File: src/rtl/register_file_pkg.sv
// Shared defaults for the register file: data width, select width and
// the register-count derivation used by the top module.
package register_file_pkg;

    localparam int DATA_WIDTH  = 16;
    localparam int SELECT_SIZE = 3;

    function automatic int reg_count(input int select_size);
        return 1 << select_size;
    endfunction

    localparam int REG_COUNT = reg_count(SELECT_SIZE);

endpackage

File: src/rtl/register_file.sv
// General-purpose register file: one active-low-enabled write port and two
// independent combinational read ports, with asynchronous active-low clear.
module register_file
    import register_file_pkg::*;
#(
    parameter int DataWidth  = DATA_WIDTH,
    parameter int SelectSize = SELECT_SIZE
) (
    input  logic                  Clk,
    input  logic                  Reset_N,
    input  logic                  REG_WE,
    input  logic [DataWidth-1:0]  DIn,
    input  logic [SelectSize-1:0] REG_Dst,
    input  logic [SelectSize-1:0] REG_Src1,
    input  logic [SelectSize-1:0] REG_Src2,
    output logic [DataWidth-1:0]  SRC1,
    output logic [DataWidth-1:0]  SRC2
);

    localparam int NumRegs = reg_count(SelectSize);

    logic [DataWidth-1:0] regs [NumRegs];

    // Register 0 is ordinary storage; no entry is hardwired.
    always_ff @(posedge Clk or negedge Reset_N) begin
        if (!Reset_N) begin
            for (int i = 0; i < NumRegs; i++) begin
                regs[i] <= '0;
            end
        end else if (!REG_WE) begin
            regs[REG_Dst] <= DIn;
        end
    end

    // Reads come straight from storage, so a same-cycle write is visible
    // only after the edge that commits it.
    assign SRC1 = regs[REG_Src1];
    assign SRC2 = regs[REG_Src2];

endmodule

File: config.mk
export PLATFORM = sky130hd
export DESIGN_NAME = register_file
export DESIGN_NICKNAME = d
export VERILOG_FILES = /design/src/rtl/register_file_pkg.sv /design/src/rtl/register_file.sv
export SDC_FILE = /design/constraint.sdc
export NUM_CORES = 1
export LEC_CHECK = 0
export CAP_MARGIN = 0
export CORE_UTILIZATION = 25
export DETAILED_ROUTE_END_ITERATION = 10
export PLACE_DENSITY = 0.52
export SETUP_SLACK_MARGIN = 0.02
export SYNTH_ARGS = -nofsm -noshare
export SYNTH_HDL_FRONTEND = slang
export SYNTH_SLANG_ARGS = --single-unit
File: constraint.sdc
create_clock -name Clk -period 1.8 [get_ports Clk]
set_input_delay 0.27 -clock Clk [delete_from_list [all_inputs] [get_ports Clk]]
set_output_delay 0.27 -clock Clk [all_outputs]
set_load 0.03 [all_outputs]
==> reports/qor.yml <==
violations: "setup timing"
largest_reg_flops: 128
layout_common_cells: "dfrtp_1 (128), mux2_2 (107), mux4_2 (63)"
peakVddDrop_uv: 607
die_w_um: 171
use_met2: 0.228
grt_pass1_vias: 4584
fmax_ghz: 0.495
grt.overflow.total: 0
die_height_um: 171
place.gp.congestion: 0.724
grt_util_met3: 0.0341
tightest_slew_ns: 0.352
ant_nets: 0
p_sw_frac: 0.275
start_kind: "flop"
cts_buffers: 17
synthCells: 393
fin_crit_ns: 2.02
use_met1: 0.181
viasPerCell: 4.66
clkSlewWorstSetupHoldPaths_ns: 0.06
hpwl_um: 10900
antenna_found_initial: 0
synth.cell_area_sq_um: 7160
slew_viol_final: 0
drtIter0Drc: 189
htree_levels: 4
fin_nets: 515
maxCapViolCount: 0
grt.total_usage: 0.137
grt_pass1_wl_um: 29000
pre_cts_ws_ns: -0.321
setup_viol: 32
critPathMaxFanout: 3
crit_required_ns: 1.53
ys_ff_latch: 128
num_rows: 61
syn_nets: 421
critPathArrivalTime_ns: 1.75
fillers: 2725
crit_path_end_kind: "primary output"
synth_area_per_cell_sq_um: 18.2
fin_skew_ns: 0
area_growth_pct: 29.1
regMostFlops: "regs"
drcViolationCount: 0
grt_start_max_net_pins: 53
antennaDiodeCount: 0
clkSinkCount: 128
die_area_sq_um: 29300
status: "complete, but fails checks"
coreArea_sq_um: 28000
post-route-period-util: 1.12
worst_slack_ns: -0.218
ys_seq_area_frac: 0.447
final_common_cell: "dfrtp_1"
num_vias: 4088
cts_buffer_depth: 2
drive_gt1_frac: 0.688
wl_per_cell_um: 21.2
busiest_layer: "met2"
slew_headroom: 0.765
drt-total-wl_um: 18700
place_inst: 823
io_buffers: 59
intPower_uw: 8040
pwr-share-clk: 0.336
p_per_area_nw_per_um2: 1200
hold_class: "input pin to asynchronous set/reset pin"
clk_latency_ns: 0.41
cts-root-buf: "clkbuf_16"
synth_warnings: 0
combPwrFrac: 0.302
instances_no_fill: 878
finalPower_uw: 11100
p_switching_uw: 3040
synth_cell_types: 17
top_level_ports: 60
report.final.hold_viol_count: 0
p_seq_frac: 0.363
crit_type: "flop to primary output"
rsz0062_at_grt: "yes"
dr.pass1.iters: 4
cts_tree: "built"
floorplan.initialDensity: 0.256
utilization: 0.330
reg.largest.list: "regs x128"
power_leakage_uw: 0.00381
## worst paths after layout
kind	from	to	slack [ns]	depth (start not counted)
max	regs[33]	SRC1[1]	-0.22	3
min	Reset_N	regs[26]	0.29	2
max reg2reg	regs[55]	regs[55]	0.88	2
min reg2reg	regs[112]	regs[112]	0.53	1
max in group asynchronous	Reset_N	regs[65]	0.90	3
min in group Clk	regs[112]	regs[112]	0.53	1
## cell usage after synthesis, drive strengths merged
cell type    n  share of area
nand4b       1         0.0021
nor4bb       3         0.0042
clkbuf       4         0.0024
mux2       160           0.26
nor4b        3          0.010
mux4        64           0.23
buf         29          0.036
dfrtp      128           0.45
nor4         1         0.0030
## critical path, cell delays in order (launching register included)
cell	delay, ns
dfrtp_1	0.40
mux4_2	0.48
mux2_4	0.31
buf_6	0.14
## final cells by class
cell class	count	area, sq um	share of cell area
Tap cell	378	473	0.0512
Clock inverter	9	154	0.0167
Multi-Input combinational cell	232	3620	0.392
Clock buffer	23	488	0.0528
Timing Repair Buffer	108	1300	0.141
Sequential cell	128	3200	0.347
## power groups by stage
stage	logic (uW)	clock network, uW	registers (uW)
after global routing	3560	3930	4100
after floorplan	2030	0	3820
after CTS	3360	3800	4000
after global placement	2810	0	3940
after detailed placement	2860	0	4000
final	3340	3720	4020
## repair_timing
| action | CTS | global route |
|---|---|---|
| gates resized for setup | 124 | 4 |
| endpoints found under the hold margin | 15 | 0 |
| gates cloned | 2 | 0 |
| endpoints found under the setup margin | 32 | 32 |
| hold buffers | 1 | 0 |
| buffers inserted | 14 | 6 |
| pin swaps | 0 | 0 |
## layer usage
metal / routed length [um] / share of wire / up-vias
li1: - / - / 1740
met1: 8320 / 0.45 / 2243
met2: 9310 / 0.50 / 91
met3: 855 / 0.046 / 14
met4: 170 / 0.0091 / 0
met5: 0 / 0 / -
## stage by stage
stage / setup TNS (ns) / cell area, sq um / hold WS [ns]
floorplan: 0 / 7160 / -0.0256
global placement: -26.40 / 8360 / 0.164
detailed placement: -31.09 / 8360 / 0.168
CTS: -6.64 / 9210 / 0.293
global route: -7.38 / 9240 / 0.319
finish: -5.77 / 9240 / 0.291
## logic make-up after synthesis
kind of cell	count (synthesis)	share of synthesized area
mux	224	0.495
flops	128	0.447
buf+inv	33	0.0388
simple gates	8	0.0192
Note: power is estimated with default switching activity, not from simulation.
